## config.mk

```make
export PLATFORM = sky130hd
export DESIGN_NAME = chan_tx_bridge_flat
export DESIGN_NICKNAME = d
export VERILOG_FILES = /design/src/rtl/chan_tx_bridge_if.sv /design/src/rtl/chan_tx_bridge.sv /design/src/flat_wrapper.sv
export SDC_FILE = /design/constraint.sdc
export NUM_CORES = 1
export LEC_CHECK = 0
export CAP_MARGIN = 20
export CELL_PAD_IN_SITES_DETAIL_PLACEMENT = 1
export CELL_PAD_IN_SITES_GLOBAL_PLACEMENT = 2
export CORE_ASPECT_RATIO = 0.8
export CORE_UTILIZATION = 41
export CTS_CLUSTER_DIAMETER = 100
export DETAILED_ROUTE_END_ITERATION = 8
export PLACE_DENSITY_LB_ADDON = 0.25
export SYNTH_ARGS = -nofsm -noshare
export SYNTH_HDL_FRONTEND = slang
export SYNTH_SLANG_ARGS = --single-unit
```

## constraint.sdc

```tcl
create_clock -name clk -period 4.41 [get_ports clk]
set_input_delay 0.6615 -clock clk [delete_from_list [all_inputs] [get_ports clk]]
set_output_delay 0.6615 -clock clk [all_outputs]
set_load 0.1 [all_outputs]
```

## src/rtl/chan_tx_bridge_if.sv

```systemverilog
// chan_tx_bridge_if
//   Groups the upstream valid/ready port and the downstream four-phase
//   bundled-data channel of chan_tx_bridge, plus its status outputs.
//   master : the bridge itself (drives in_ready, ch_req, ch_data, count, busy)
//   slave  : the environment (drives in_data, in_valid, ch_ack)
//
//   in_data  / in_valid / in_ready : synchronous upstream word handshake
//   ch_req   / ch_data  / ch_ack   : four-phase request, bundled data, ack
//   count                          : FIFO occupancy 0..DEPTH
//   busy                           : words buffered or handshake in progress
`timescale 1ns/1ps
interface chan_tx_bridge_if #(
    parameter int WIDTH = 8,
    parameter int DEPTH = 4
);
    localparam int CW = $clog2(DEPTH + 1);

    logic [WIDTH-1:0] in_data;
    logic             in_valid;
    logic             in_ready;
    logic             ch_req;
    logic [WIDTH-1:0] ch_data;
    logic             ch_ack;
    logic [CW-1:0]    count;
    logic             busy;

    modport master (
        input  in_data, in_valid, ch_ack,
        output in_ready, ch_req, ch_data, count, busy
    );

    modport slave (
        output in_data, in_valid, ch_ack,
        input  in_ready, ch_req, ch_data, count, busy
    );
endinterface

```

## src/rtl/chan_tx_bridge.sv

```systemverilog
// chan_tx_bridge
//   Clocked upstream source stage for the channel pipeline. Words accepted
//   over a valid/ready port are buffered in a DEPTH-entry FIFO and emitted
//   one at a time on a four-phase bundled-data req/ack channel. The
//   returning ack is asynchronous and passes through a SYNC_STAGES-deep
//   synchroniser; the handshake FSM only ever looks at the synchronised ack.
//
//   clk   : system clock, all state changes on the rising edge
//   reset : synchronous, active-high
//   bus   : chan_tx_bridge_if.master (upstream port, channel, count, busy)
`timescale 1ns/1ps
module chan_tx_bridge #(
    parameter int WIDTH       = 8,
    parameter int DEPTH       = 4,
    parameter int SYNC_STAGES = 2
) (
    input  logic             clk,
    input  logic             reset,
    chan_tx_bridge_if.master bus
);
    localparam int            CW      = $clog2(DEPTH + 1);
    localparam int            AW      = (DEPTH > 1) ? $clog2(DEPTH) : 1;
    localparam logic [CW-1:0] DEPTH_C = CW'(DEPTH);

    typedef enum logic [1:0] {
        IDLE   = 2'd0,
        REQ_HI = 2'd1,
        REQ_LO = 2'd2
    } state_t;

    logic [WIDTH-1:0]       mem_q [DEPTH];
    logic [AW-1:0]          wr_ptr_q, rd_ptr_q;
    logic [CW-1:0]          count_q, count_d;
    state_t                 state_q, state_d;
    logic                   ch_req_q, ch_req_d;
    logic [WIDTH-1:0]       ch_data_q, ch_data_d;
    logic [SYNC_STAGES-1:0] sync_q;
    logic                   ack_s;
    logic                   push;
    logic                   launch;
    logic                   in_ready;

    // No full-bypass: a full FIFO refuses a word even if a launch pops
    // on the same edge.
    assign in_ready = (count_q < DEPTH_C);
    assign push     = bus.in_valid & in_ready;
    assign ack_s    = sync_q[SYNC_STAGES-1];

    // Ack synchroniser; stage 0 samples the asynchronous input.
    always_ff @(posedge clk) begin
        if (reset) begin
            sync_q <= '0;
        end else begin
            sync_q <= {sync_q[SYNC_STAGES-2:0], bus.ch_ack};
        end
    end

    // FIFO storage: write-only here, read by the launch path into ch_data_q.
    always_ff @(posedge clk) begin
        if (push) begin
            mem_q[wr_ptr_q] <= bus.in_data;
        end
    end

    always_comb begin
        count_d = count_q;
        unique case ({push, launch})
            2'b10:   count_d = count_q + CW'(1);
            2'b01:   count_d = count_q - CW'(1);
            default: count_d = count_q;
        endcase
    end

    // FSM state register.
    always_ff @(posedge clk) begin
        if (reset) begin
            state_q <= IDLE;
        end else begin
            state_q <= state_d;
        end
    end

    // FSM next state. A launch needs ack_s low, so an ack that is still
    // high (or rises spuriously) in IDLE/REQ_LO holds off the next word.
    always_comb begin
        state_d = state_q;
        unique case (state_q)
            IDLE: begin
                if ((count_q != '0) && !ack_s) state_d = REQ_HI;
            end
            REQ_HI: begin
                if (ack_s) state_d = REQ_LO;
            end
            REQ_LO: begin
                if (!ack_s) state_d = (count_q != '0) ? REQ_HI : IDLE;
            end
            default: state_d = IDLE;
        endcase
    end

    // FSM outputs: launch (pop + load + raise req) and req release.
    always_comb begin
        launch    = 1'b0;
        ch_req_d  = ch_req_q;
        ch_data_d = ch_data_q;
        unique case (state_q)
            IDLE, REQ_LO: begin
                if ((count_q != '0) && !ack_s) launch = 1'b1;
            end
            REQ_HI: begin
                if (ack_s) ch_req_d = 1'b0;
            end
            default: ;
        endcase
        if (launch) begin
            ch_req_d  = 1'b1;
            ch_data_d = mem_q[rd_ptr_q];
        end
    end

    // Datapath registers; ch_data only moves on a launch edge.
    always_ff @(posedge clk) begin
        if (reset) begin
            wr_ptr_q  <= '0;
            rd_ptr_q  <= '0;
            count_q   <= '0;
            ch_req_q  <= 1'b0;
            ch_data_q <= '0;
        end else begin
            if (push)   wr_ptr_q <= wr_ptr_q + AW'(1);
            if (launch) rd_ptr_q <= rd_ptr_q + AW'(1);
            count_q   <= count_d;
            ch_req_q  <= ch_req_d;
            ch_data_q <= ch_data_d;
        end
    end

    assign bus.in_ready = in_ready;
    assign bus.ch_req   = ch_req_q;
    assign bus.ch_data  = ch_data_q;
    assign bus.count    = count_q;
    assign bus.busy     = (count_q != '0) || (state_q != IDLE);
endmodule

```

## src/flat_wrapper.sv

```systemverilog
// flat-port wrapper written by rule: the top's interface ports become plain ports
module chan_tx_bridge_flat 
#(
    parameter int WIDTH       = 8,
    parameter int DEPTH       = 4,
    parameter int SYNC_STAGES = 2
)
  (clk, reset, bus_in_data, bus_in_valid, bus_ch_ack, bus_in_ready, bus_ch_req, bus_ch_data, bus_count, bus_busy);
  chan_tx_bridge_if #(.WIDTH(WIDTH), .DEPTH(DEPTH)) bus_i ();
  input  logic clk;
  input  logic reset;
  input wire logic [$bits(bus_i.in_data)-1:0] bus_in_data;
  input wire logic [$bits(bus_i.in_valid)-1:0] bus_in_valid;
  input wire logic [$bits(bus_i.ch_ack)-1:0] bus_ch_ack;
  output wire logic [$bits(bus_i.in_ready)-1:0] bus_in_ready;
  output wire logic [$bits(bus_i.ch_req)-1:0] bus_ch_req;
  output wire logic [$bits(bus_i.ch_data)-1:0] bus_ch_data;
  output wire logic [$bits(bus_i.count)-1:0] bus_count;
  output wire logic [$bits(bus_i.busy)-1:0] bus_busy;
  assign bus_i.in_data = bus_in_data;
  assign bus_i.in_valid = bus_in_valid;
  assign bus_i.ch_ack = bus_ch_ack;
  assign bus_in_ready = bus_i.in_ready;
  assign bus_ch_req = bus_i.ch_req;
  assign bus_ch_data = bus_i.ch_data;
  assign bus_count = bus_i.count;
  assign bus_busy = bus_i.busy;
  chan_tx_bridge #(.WIDTH(WIDTH), .DEPTH(DEPTH), .SYNC_STAGES(SYNC_STAGES)) u_core (.clk(clk), .reset(reset), .bus(bus_i));
endmodule
```

Yosys cells after proc, flatten, opt, wreduce, memory -nomap -nowiden
Memory sizes are Yosys's and may differ from the RTL's. A register that Yosys moved wholly into a read port is not among the register bits.
Cells that the tools add are included.
{ "classes": {"add_sub_neg": 4, "n_reduce_logical": 12, "n_eq_ne": 7, "mux": 13, "magnitude_cmp": 1, "div_mod_pow": 0, "mul": 0, "bitwise_logic": 1, "shift": 0} }
{ "ops": {"columns": ["operator", "n"], "rows": [
  ["1-bit two-way mux", 8],
  ["2-bit nonzero test", 4],
  ["2-bit two-way mux", 3],
  ["2-bit one-hot mux with 3 select lines", 1],
  ["3-bit one-hot mux with 2 select lines", 1],
  ["2-bit by 1-bit adder with 2-bit output, second input constant", 2],
  ["2-bit by 1-bit equality test with 1-bit output, second input constant", 2],
  ["2-bit equality test, second input constant", 2],
  ["2-bit by 1-bit inequality test with 1-bit output, second input constant", 2],
  ["3-bit by 1-bit adder with 3-bit output, second input constant", 1],
  ["3-bit < comparator, second input constant", 1],
  ["3-bit AND reduction", 1],
  ["3-bit nonzero test", 1],
  ["3-bit by 1-bit subtractor with 3-bit output, second input constant", 1],
  ["2-bit logical NOT", 1],
  ["2-bit inequality test, second input constant", 1],
  ["2-bit AND reduction", 1],
  ["2-bit OR reduction", 1],
  ["1-bit AND", 1],
  ["1-bit logical AND", 1],
  ["1-bit logical NOT", 1],
  ["1-bit logical OR", 1]
]} }
{ "totals": {"ramBits": 32, "word_cells": 45, "n_memories": 1, "romBits": 0, "inputBits": 12, "ff_bits": 12, "output_inout_bits": 14, "latch_bits": 0} }
{ "memory_table": {"columns": ["memory", "words", "word_bits", "rd", "rd_clocked_by_memory_dff", "wr", "line_no", "rtl"], "rows": [
  ["u_core.mem_q", 4, 8, 1, 1, 1, "chan_tx_bridge.sv:31", "logic [WIDTH-1:0] mem_q [DEPTH];"]
]} }

Depth between registers and ports, before layout
Gate-level depths: netlist of the first run.
{ "logic_depth": {"ltp_word": 6, "depth_mapped": 9, "depth_no_buf": 9} }

Least setup slack after synthesis of the first run
OpenSTA, ideal clock, no wires.
{ "synth_timing": {"kind": "register to register", "start": "register u_core.count_q[2] (netlist: u_core.bus.count[2])", "end": "register u_core.count_q[2] (netlist: u_core.bus.count[2])", "setup_slack_ps": 1563, "n_path_buf": 1, "setup_ps": 71, "period_less_slack_ps": 2847, "t_arrival_ps": 2777, "required_ps": 4339, "path_stages_with_launch": 10, "path_cell_list": "dfxtp_1 > and2b_2 > clkbuf_1 > inv_1 > ha_1 > inv_1 > fa_1 > xor2_1 > or3_2 > a21oi_1"} }
{ "synth_via": {"elab_chain_cells": 6, "elab_cells_between_ends": 12, "cone_classes": "add/sub: 2; order compare: 1; eq/ne: 2; mux: 3; bitwise: 1; reduce/logical: 3"} }
{ "synth_rtl": {"columns": ["element", "line_no", "rtl"], "rows": [
  ["from (decl)", "chan_tx_bridge.sv:33", "logic [CW-1:0] count_q, count_d;"],
  ["from (signal assigned)", "chan_tx_bridge.sv:132", "count_q <= count_d;"],
  ["parallel branches: the longest is 6 deep, another holds 3-bit < comparator", null, null]
]} }
Several ways; the timed one is not identified.
A chain may end at the register's enable or synchronous reset.

Worst setup path after layout of the first run
{ "layout_timing": {"start": "register u_core.count_q[2] (netlist: u_core.bus.count[2])", "end": "output bus_busy"} }
{ "layout_via": {"elab_chain_cells": 2} }
{ "layout_rtl": {"columns": ["element", "line_no", "rtl"], "rows": [
  ["3-bit nonzero test", "chan_tx_bridge.sv:142", "assign bus.busy = (count_q != '0) || (state_q != IDLE);"],
  ["1-bit logical OR", "chan_tx_bridge.sv:142", null],
  ["to (decl)", "flat_wrapper.sv:19", "output wire logic [$bits(bus_i.busy)-1:0] bus_busy;"]
]} }
No other way between the ends.

==> results of run 1 <==
==> cell families (layout without fill, tap and decap cells) <==
group,Yosys count,after routing
buffers and inverters,16,42
XOR/XNOR,4,4
multiplexers,9,9
AO/OA/AOI/OAI,25,25
adder cells (fa/ha/maj),6,6
flip-flops,52,52
AND/OR/NAND/NOR,33,33
==> final cells by class <==
cell class	instances	area share [%]
Timing Repair Buffer	25	10.1
Clock buffer	6	2.94
Sequential cell	52	55.1
Inverter	9	1.37
Clock inverter	2	1.42
Tap cell	60	3.04
Multi-Input combinational cell	77	26.0
==> layout by cell type (no fill, tap or decap), types with 2 or more instances in the layout <==
cell type,instances
nand2_1,2
inv_1,8
nor2b_1,2
xor2_1,2
clkdlybuf4s50_1,25
edfxtp_1,32
a21oi_1,13
clkbuf_8,5
ha_1,5
and2_1,4
mux4_2,8
xnor2_1,2
o21ai_0,10
or3_1,2
nor2_1,6
nand3_1,8
dfxtp_1,20
==> metrics by stage <==
step	instance area [um2]	setup slack (ns)	util [%]	hold WS, ns
finish	2470	1.30	52.1	0.449
global route	2470	1.22	52.1	0.463
CTS	2470	1.28	52.1	0.459
detailed placement	2360	1.63	49.9	0.438
global placement	2360	1.65	49.9	0.423
floorplan	2080	1.56	-	0.414
==> worst max-delay path, stage by stage, from the launching register on <==
cell	delay, ns
dfxtp_1	0.38
or3_4	0.48
or3_1	0.32
clkdlybuf4s50_1	0.97
==> worst max path at each step <==
stage / startpoint / to / slack [ns] / cells past startpoint
after floorplan: u_core.bus.count[2]$_SDFFE_PP0P_ / u_core.bus.count[2]$_SDFFE_PP0P_ / 1.56 / 9
after global placement: u_core.bus.count[2]$_SDFFE_PP0P_ / bus_busy / 1.65 / 3
after detailed placement: u_core.bus.count[2]$_SDFFE_PP0P_ / bus_busy / 1.63 / 3
after CTS: u_core.bus.count[2]$_SDFFE_PP0P_ / bus_busy / 1.28 / 3
after global routing: u_core.bus.count[2]$_SDFFE_PP0P_ / bus_busy / 1.22 / 3
final: u_core.bus.count[2]$_SDFFE_PP0P_ / bus_busy / 1.30 / 3
==> per-layer routing <==
layer / GRT usage [%] / wire length, um / up-vias
li1: - / - / 575
met1: 22.2 / 1850 / 583
met2: 26.5 / 1780 / 25
met3: 4.17 / 139 / 5
met4: 5.92 / 46 / 0
met5: 0 / 0 / -
==> sequential cells by signal, summed over array words and instances, names as in the netlist <==
register	flops
u_core.mem_q	32
u_core.bus.ch_data	8
u_core.bus.count	3
u_core.rd_ptr_q	2
u_core.state_q	2
u_core.sync_q	2
u_core.wr_ptr_q	2
u_core.bus.ch_req	1
==> results_dict.tcl, run 1 <==
set metrics [dict create \
    outcome "finished, final reports clean" \
    grt_pass1_wl_mm 6.31 \
    worstHoldEndpoint "u_core.sync_q[1]$_SDFF_PP0_" \
    timing.final.crit_period_ns 3.11 \
    yosysTopAreaCell "edfxtp_1" \
    seqCellArea_um2 1360 \
    fin_nets 188 \
    via_count 1188 \
    antenna_found_initial 0 \
    fin_crit_sh_pct 70.6 \
    drv_slew 0 \
    skew_ns 0.00980 \
    synth.area.mux_share_pct 9.15 \
    rows 22 \
    die_w_um 81.6 \
    holdBufCountCts 0 \
    multi_input_area_um2 641 \
    syn_area_per_cell_um2 14.3 \
    synthArstFlopShare_pct 0 \
    synth_top_family_by_area "simple AND/OR/NAND/NOR gates" \
    synthesis.nets 163 \
    antennaDiodeCount 0 \
    yosys-top-cells-area "edfxtp_1 (46%), dfxtp_1 (19%), mux4_2 (8.7%), a21oi_1 (3.1%), ha_1 (3.0%)" \
    setup_violations 0 \
    r2r_start "u_core.state_q[0]$_SDFFE_PP0P_" \
    dp_cells 223 \
    cp.required_ns 3.75 \
    yosysMostFrequentCell "edfxtp_1" \
    slew-limit-headroom_pct 33.7 \
    grt_pass1_vias 1249 \
    worst_pin_slew_ns 0.991 \
    layout.cells.non_filler 231 \
    hold_path_depth 1 \
    syn_to_final_growth_pct 18.7 \
    cts_setup_buffers 0 \
    tns_ns 0 \
    synthCells 145 \
    n_fill_cell 480 \
    track_usage_pct 16.7 \
    cts.sinks 52 \
    firstDrtPassIters 4 \
    cts_tree "yes" \
    numPortBuffers 25 \
    synth_simple_gate_area_share_pct 9.33 \
    avgViaCountPerCell 5.14 \
    die_h_um 65.7 \
    worstSetupPathType "flop to output port" \
    cts_buffers 5 \
    r2r_slack_ns 2.02 \
    ys_seq_area_share_pct 65.5 \
    cts_resized 0 \
    hold_start "u_core.sync_q[0]$_SDFF_PP0_" \
    path_clk_slew_ns 0.09 \
    start_util_pct 43.9 \
    final-hold-violation-count 0 \
    max_freq_mhz 321 \
    r2r_end "u_core.bus.count[2]$_SDFFE_PP0P_" \
    min_path_type "flop to flop" \
    r2r_cells 9 \
    synth_adder_area_share_pct 3.97 \
    htree_levels 2 \
    place.gp.congestion 0.814 \
    die_area_um2 5360 \
    synth_top_area_share_pct 46.2 \
    synth-seq-cells 52 \
    io_pins 26 \
    synth_compound_area_share_pct 6.68 \
    ys_types 34 \
    worstPathMaxFanout 11 \
    drtIter0Drc 29 \
    synth_flop_cell "edfxtp_1" \
    synth_top_cells_by_count "edfxtp_1 (32), dfxtp_1 (20), a21oi_1 (13)" \
    gr-total-overflow 0 \
    crit_arrival_ns 2.45 \
    synth_xor_area_share_pct 1.68 \
    end_kind "output port" \
    drc 0 \
    core_um2 4730 \
    max_cap_viol_count 0 \
    drt_wl_total_mm 3.81 \
    cts.path.max_buffers 2 \
    clock_latency_ns 0.30 \
    synth_edf_count 32 \
    rsz0062_at_grt "no" \
    grt_max_degree 22 \
    hpwlAfterDp_mm 2.71 \
    postRouteAntennaNets 0 \
    wl_per_cell_um 16.5 \
    root_buffer "clkbuf_8" \
    yosysWarnings 0 \
    drive_above_1_share_pct 13.5 \
    syn-cell-area_um2 2080 \
    cp-start-kind "flop" \
]
Power of run 1 is left out: the tool's default activity adds up to more than one toggle a clock period on the data nets, which glitch-free logic cannot reach.
==> inputs of run 2 (changes only) <==
--- a/config.mk
+++ b/config.mk
@@ -9,7 +9,7 @@
 export CELL_PAD_IN_SITES_DETAIL_PLACEMENT = 1
 export CELL_PAD_IN_SITES_GLOBAL_PLACEMENT = 2
 export CORE_ASPECT_RATIO = 0.8
-export CORE_UTILIZATION = 41
+export CORE_UTILIZATION = 34
 export CTS_CLUSTER_DIAMETER = 100
 export DETAILED_ROUTE_END_ITERATION = 8
 export PLACE_DENSITY_LB_ADDON = 0.25
==> constraint.sdc (replaced) <==
create_clock -name clk -period 2.6 [get_ports clk]
set_input_delay 0.39 -clock clk [delete_from_list [all_inputs] [get_ports clk]]
set_output_delay 0.39 -clock clk [all_outputs]
set_load 0.1 [all_outputs]
==> results_dict.tcl, run 2 (same netlist as run 1, synthesis figures left out) <==
set metrics [dict create \
    outcome "finished, final reports clean" \
    die_area_um2 6430 \
    place.gp.congestion 0.683 \
    final-hold-violation-count 0 \
    drt_wl_total_mm 3.98 \
    gr-total-overflow 0 \
    hpwlAfterDp_mm 2.89 \
    layout_common_cells "edfxtp_1 (32), buf_4 (17), dfxtp_1 (17), a21oi_1 (13), clkdlybuf4s50_1 (11)" \
    holdBufCountCts 0 \
    root_buffer "clkbuf_8" \
    worst_pin_slew_ns 0.651 \
    end_kind "flop" \
    cts_setup_buffers 0 \
    tns_ns 0 \
    drc 0 \
    timing.final.crit_period_ns 2.21 \
    setup_ws_ns 0.389 \
    design_area_um2 2460 \
    r2r_cells 9 \
    slew-limit-headroom_pct 56.5 \
    worstSetupPathType "flop to flop" \
    antennaDiodeCount 0 \
    seqCellArea_um2 1370 \
    wl_per_cell_um 15.6 \
    worstHoldEndpoint "u_core.sync_q[1]$_SDFF_PP0_" \
    cts.path.max_buffers 2 \
    worstPathMaxFanout 11 \
    final_common_cell "edfxtp_1" \
    firstDrtPassIters 4 \
    r2r_end "u_core.bus.count[2]$_SDFFE_PP0P_" \
    fin_crit_sh_pct 85.0 \
    r2r_slack_ns 0.39 \
    drv_slew 0 \
    die_w_um 89.4 \
    grt_max_degree 16 \
    drive_above_1_share_pct 24.7 \
    cp.required_ns 2.82 \
    fin_nets 191 \
    path_clk_slew_ns 0.09 \
    utilization_pct 41.6 \
    r2r_start "u_core.bus.count[2]$_SDFFE_PP0P_" \
    n_fill_cell 607 \
    cts_resized 0 \
    max_cap_viol_count 0 \
    core_um2 5910 \
    drt-met1-wl_mm 1.89 \
    wl_met2_mm 1.96 \
    largest_reg_flops 32 \
    antenna_found_initial 0 \
    clock_latency_ns 0.29 \
    syn_to_final_growth_pct 18.4 \
    track_usage_pct 13.6 \
    critPathMaxStageDelay_ns 0.41 \
    cp-start-kind "flop" \
    postRouteAntennaNets 0 \
    cts_buffers 5 \
    crit_arrival_ns 2.43 \
    dr.max_layer_used "met4" \
    place_area_um2 2380 \
    top_register "u_core.mem_q" \
    drtIter0Drc 63 \
    cts.sinks 52 \
    dp_worst_setup_slack_ns 0.0893 \
    min_path_type "flop to flop" \
    numPortBuffers 25 \
    hold_path_depth 1 \
    route.met3.wl_um 116 \
    cts_tree "yes" \
    htree_levels 2 \
    slowest_stage "or3_2" \
    grt_pass1_wl_mm 6.33 \
    rows 25 \
    start_util_pct 35.2 \
    hold_start "u_core.sync_q[0]$_SDFF_PP0_" \
    setup_violations 0 \
    avgViaCountPerCell 4.76 \
    via_count 1215 \
    die_h_um 72.0 \
    max_freq_mhz 452 \
    multi_input_area_um2 641 \
    crit_chain "or3_4 -> nand2_1 -> inv_2 -> ha_1 -> inv_1 -> fa_1 -> xor2_1 -> or3_2 -> a21oi_1" \
    rsz0062_at_grt "no" \
    io_pins 26 \
    skew_ns 0.00574 \
    grt_pass1_vias 1246 \
]
run 2: worst max-delay path by stage:
stage                                             endpoint                        startpoint  slack (ns)
final                     u_core.bus.count[2]$_SDFFE_PP0P_  u_core.bus.count[2]$_SDFFE_PP0P_        0.39
after global routing      u_core.bus.count[2]$_SDFFE_PP0P_  u_core.bus.count[2]$_SDFFE_PP0P_        0.25
after CTS                 u_core.bus.count[2]$_SDFFE_PP0P_  u_core.bus.count[2]$_SDFFE_PP0P_        0.36
after detailed placement  u_core.bus.count[2]$_SDFFE_PP0P_                      bus_in_valid        0.09
after global placement    u_core.bus.count[2]$_SDFFE_PP0P_                      bus_in_valid        0.16
after floorplan           u_core.bus.count[2]$_SDFFE_PP0P_  u_core.bus.count[2]$_SDFFE_PP0P_         0.1
run 2: per-stage QoR:
stage / hold slack [ns] / std cells
2_1_floorplan: 0.414 / 145
3_3_place_gp: 0.436 / 247
3_5_place_dp: 0.435 / 247
4_1_cts: 0.461 / 255
5_1_grt: 0.472 / 255
6_report: 0.452 / 255
run 2: cell type report:
cell class | instances | share of cell area, %
clock inverter | 3 | 0.559
inverter | 9 | 1.37
clock buffer | 5 | 2.80
sequential | 52 | 55.5
multi-input combinational | 77 | 26.0
timing repair buffer | 28 | 9.66
tap | 81 | 4.12
run 2: worst max-delay path: cells and delay by family (launching register included):
kind / cells / cell delay [ns]
xor gates and xnor gates: 1 / 0.16
buffers and inverters: 2 / 0.14
AOI/OAI and AO/OA: 1 / 0.14
and+or+nand+nor: 3 / 0.74
DFF: 1 / 0.40
adders and majority gates: 2 / 0.56
run 2: per-layer routing:
layer	global-route usage, %	vias to the layer above
met5	0	-
met4	2.82	0
met3	3.41	2
met2	22.6	17
met1	18.1	618
li1	-	578
Power of run 2 is left out for the same reason.
==> inputs of run 3 (changes only) <==
--- a/config.mk
+++ b/config.mk
@@ -12,6 +12,7 @@
 export CORE_UTILIZATION = 34
 export CTS_CLUSTER_DIAMETER = 100
 export DETAILED_ROUTE_END_ITERATION = 8
+export GPL_ROUTABILITY_DRIVEN = 0
 export PLACE_DENSITY_LB_ADDON = 0.25
 export SYNTH_ARGS = -nofsm -noshare
 export SYNTH_HDL_FRONTEND = slang
==> results of run 3 <==
The final DEF is identical to that of run 2; final timing and power are the same.
Power of run 3 is left out for the same reason.
==> RTL change 1, RTL diff (flow settings as in run 2) <==
Encoding of `state_t`: now one-hot (3 bits for 3 states).
--- a/src/rtl/chan_tx_bridge.sv
+++ b/src/rtl/chan_tx_bridge.sv
@@ -24,6 +24,6 @@
 
-    typedef enum logic [1:0] {
-        IDLE   = 2'd0,
-        REQ_HI = 2'd1,
-        REQ_LO = 2'd2
+    typedef enum logic [2:0] {
+        IDLE   = 3'b001,
+        REQ_HI = 3'b010,
+        REQ_LO = 3'b100
     } state_t;
Behaviour: no difference found for any inputs over 10 cycles, from zero or initial values and one cycle with reset high; not proved beyond that.
==> RTL change 1 against run 2 <==
Sequential share of layout area down 4.1 points; sequential cell count up 1; worst hold slack better by 0.0028 ns; highest routed layer unchanged; maximum frequency down 6.9%; design area up 9.6%; routed wire length up 11%; worst setup slack worse by 0.16 ns; global-route usage up 0.71 points; critical path type unchanged; area after synthesis up 8.5%.
Power is left out: the tool's default activity adds up to more than one toggle a clock period on the data nets, which glitch-free logic cannot reach.
==> RTL change 1: results <==
metrics = {
    "status": {
        "status": "completed",
    },
    "route": {
        "wire_per_inst_um": 16.04,
        "first_iter_violations": 51,
        "postRouteWirelength_um": 4412,
        "wl_met2_um": 2154,
        "dr.pass1.iters": 4,
        "met1_length_um": 1968,
        "avgViaCountPerCell": 5.091,
        "route.met3.wl_um": 218,
    },
    "final_layout": {
        "nonClockBufferCount": 31,
        "inv_count": 9,
        "n_fill_cell": 668,
        "multiInputGateArea_um2": 779.5,
        "multi_input_gates": 90,
        "top_register": "u_core.mem_q",
        "largest_register_ffs": 32,
        "n_antenna_cell": 0,
        "layout-drive-gt1-share_pct": 21.99,
        "seq_share_pct": 51.35,
        "layout.nonclk_buf_share_pct": 9.648,
        "fin_nets": 208,
        "regArea_um2": 1385,
        "final-clk-cell-share_pct": 4.963,
    },
    "place": {
        "gp_congestion": 0.7343,
        "placed_area_um2": 2564,
        "place_inst": 267,
        "place.detailed.hpwl_um": 3189,
        "preCtsSetupSlack_ns": 0.2257,
    },
    "worst_setup_path": {
        "slowest_delay_ns": 0.66,
        "path_max_fanout": 8,
        "crit_slowest_cell": "dfxtp_1",
        "cp.arrival_ns": 2.62,
        "cp_top_family": "flip-flops",
    },
    "sta": {
        "tightest_slew_ns": 0.8454,
        "finClkSkew_ns": 0.007465,
        "finalSetupViolations": 0,
    },
    "clock_tree": {
        "htree_levels": 2,
        "clk_latency_ns": 0.30,
        "ctsResizeCount": 0,
    },
    "grt": {
        "grt_first_pass_wirelength_um": 7396,
        "grt_start_max_net_pins": 17,
        "first_global_vias": 1445,
        "grt_use_total_pct": 14.28,
        "antenna_found_initial": 0,
    },
    "yosys": {
        "synthCells": 162,
        "ys_ff_latch": 53,
        "yosys-top-cells-count": "edfxtp_1, dfxtp_1, a21oi_1, o31ai_1",
        "yosys-top-cells-area": "edfxtp_1, dfxtp_1, mux4_2",
        "syn_nets": 180,
        "yosysSeqAreaShare_pct": 61.23,
        "synthDistinctLibCells": 38,
    },
    "worst_hold_path": {
        "min_path_type": "flop to flop",
    },
    "floorplan": {
        "core_area_um2": 6409,
    },
}
-- RTL change 1: layer usage --
layer | GRT usage, % | vias to the layer above
met5 | 0 | -
met4 | 5.641 | 0
met3 | 2.727 | 5
met2 | 24.10 | 35
met1 | 18.51 | 703
li1 | - | 657
-- RTL change 1: worst paths after layout --
path                            slack, ns                  end              start  cells past startpoint
worst min register to register       0.45     u_core.sync_q[1]   u_core.sync_q[0]                      1
worst max register to register       0.23  u_core.bus.count[2]  u_core.state_q[2]                      9
worst max-delay path                 0.23  u_core.bus.count[2]  u_core.state_q[2]                      9
worst min-delay path                 0.45     u_core.sync_q[1]   u_core.sync_q[0]                      1
-- RTL change 1: logic make-up after synthesis --
family / after synthesis / share of synthesized area, %
compound gates: 28 / 7.654
xor+xnor: 5 / 3.606
fa+ha+maj: 6 / 3.661
buf+inv: 19 / 4.215
flops: 53 / 61.23
mux: 10 / 8.929
simple gates: 41 / 10.70
==> RTL change 2, RTL diff (config.mk and constraints of run 2) <==
Made on the original files. `WIDTH` is set to 8 in 3 places; all go to 12.
--- a/src/rtl/chan_tx_bridge_if.sv
+++ b/src/rtl/chan_tx_bridge_if.sv
@@ -12,3 +12,3 @@
 interface chan_tx_bridge_if #(
-    parameter int WIDTH = 8,
+    parameter int WIDTH = 12,
     parameter int DEPTH = 4
--- a/src/rtl/chan_tx_bridge.sv
+++ b/src/rtl/chan_tx_bridge.sv
@@ -12,3 +12,3 @@
 module chan_tx_bridge #(
-    parameter int WIDTH       = 8,
+    parameter int WIDTH       = 12,
     parameter int DEPTH       = 4,
--- a/src/flat_wrapper.sv
+++ b/src/flat_wrapper.sv
@@ -3,3 +3,3 @@
 #(
-    parameter int WIDTH       = 8,
+    parameter int WIDTH       = 12,
     parameter int DEPTH       = 4,
Interface: changed (resized bus_ch_data and bus_in_data); port bits go from 26 to 34. No check against the original RTL was run, so the function may have changed too.
==> RTL change 2 against run 2 <==
Critical endpoint is now bus_busy; worst setup slack got worse by 0.029 ns; sequential cell count rose by 20; global-route usage up 0.60 points; worst hold slack improved by 0.0043 ns; first-iteration DRC count down 1.6%; routed wire length grew 42%; area after synthesis increased by 35%; design area grew 39%.
Power is not shown: default switching activity piles up to over one toggle a cycle in this logic, so the estimate is an artifact.
==> RTL change 2: results <==
metrics = {
    "status": {
        "status": "completed",
    },
    "worst_hold_path": {
        "min_from": "u_core.bus.ch_req",
        "hold_end": "u_core.bus.ch_req",
    },
    "final_layout": {
        "n_fill_cell": 835,
        "largest_register_ffs": 48,
        "utilization_pct": 42.87,
        "fin_nets": 251,
        "layout-drive-gt1-share_pct": 23.93,
    },
    "yosys": {
        "yosys-top-cells-count": "edfxtp_1, dfxtp_1, a21oi_1, o21ai_0, nand3_1",
        "avgSynthCellArea_um2": 15.15,
        "synth-edff-count": 48,
        "yosys-top-cells-area": "edfxtp_1, dfxtp_1, mux4_2",
    },
    "route": {
        "route.met3.wl_um": 199,
        "met1_length_um": 2500,
    },
    "clock_tree": {
        "clkTransAtPathRegs_ns": 0.07,
    },
    "sta": {
        "finClkSkew_ns": 0.008126,
        "tightest_slew_ns": 0.6435,
    },
    "place": {
        "preCtsSetupSlack_ns": 0.2950,
        "place.detailed.hpwl_um": 3725,
        "placed_area_um2": 3262,
        "gp_congestion": 0.6703,
    },
    "worst_setup_path": {
        "r2r_slack_ns": 0.59,
        "cp.arrival_ns": 1.85,
    },
    "grt": {
        "grt_use_total_pct": 14.17,
        "grt_first_pass_wirelength_um": 9011,
    },
}
[RTL change 2: cell count changes after synthesis, moves of 2 or more]
cell,delta
edfxtp_1,+16
a21oi_1,+4
clkbuf_1,+4
dfxtp_1,+4
nand3_1,+4
o21ai_0,+4
buf_2,+3
mux4_1,+3
buf_1,-2
or3_1,+2
[RTL change 2: logic make-up after synthesis]
| logic type | share of synthesized area, % |
|---|---|
| AO/OA/AOI/OAI | 6.350 |
| XOR/XNOR | 1.244 |
| adder cells (fa/ha/maj) | 2.931 |
| buffers and inverters | 3.863 |
| flip-flops | 68.21 |
| multiplexers | 10.35 |
| AND/OR/NAND/NOR | 7.061 |
[RTL change 2: how the worst max path moves through the flow]
| stage | slack, ns | endpoint | cells past startpoint | start |
|---|---|---|---|---|
| after floorplan | 0.24 | u_core.bus.count[2] | 10 | u_core.bus.count[2] |
| after global routing | 0.30 | bus_busy | 4 | u_core.bus.count[2] |
| after CTS | 0.33 | bus_busy | 4 | u_core.bus.count[2] |
| final | 0.36 | bus_busy | 4 | u_core.bus.count[2] |
| after detailed placement | 0.29 | u_core.bus.count[2] | 9 | bus_in_valid |
| after global placement | 0.33 | u_core.bus.count[2] | 9 | bus_in_valid |
[RTL change 2: routing by layer]
metal / GRT usage, % / vias to the layer above
met3: 4.082 / 9
met1: 16.67 / 830
met5: 0 / -
met2: 24.41 / 28
li1: - / 779
met4: 5.844 / 0
[RTL change 2: final cells by class]
cell class                      instances  area share, %
Timing Repair Buffer                   44          11.12
Sequential cell                        72          56.27
Tap cell                              108          3.949
Inverter                                9         0.9872
Multi-Input combinational cell         93          23.00
Clock inverter                          3         0.6216
Clock buffer                           13          4.058
[RTL change 2: worst max-delay path: stages (launching register included)]
cell and delay, ns:
dfxtp_2 0.35, or3_1 0.39, buf_4 0.21, or3_1 0.37
buf_12 0.19
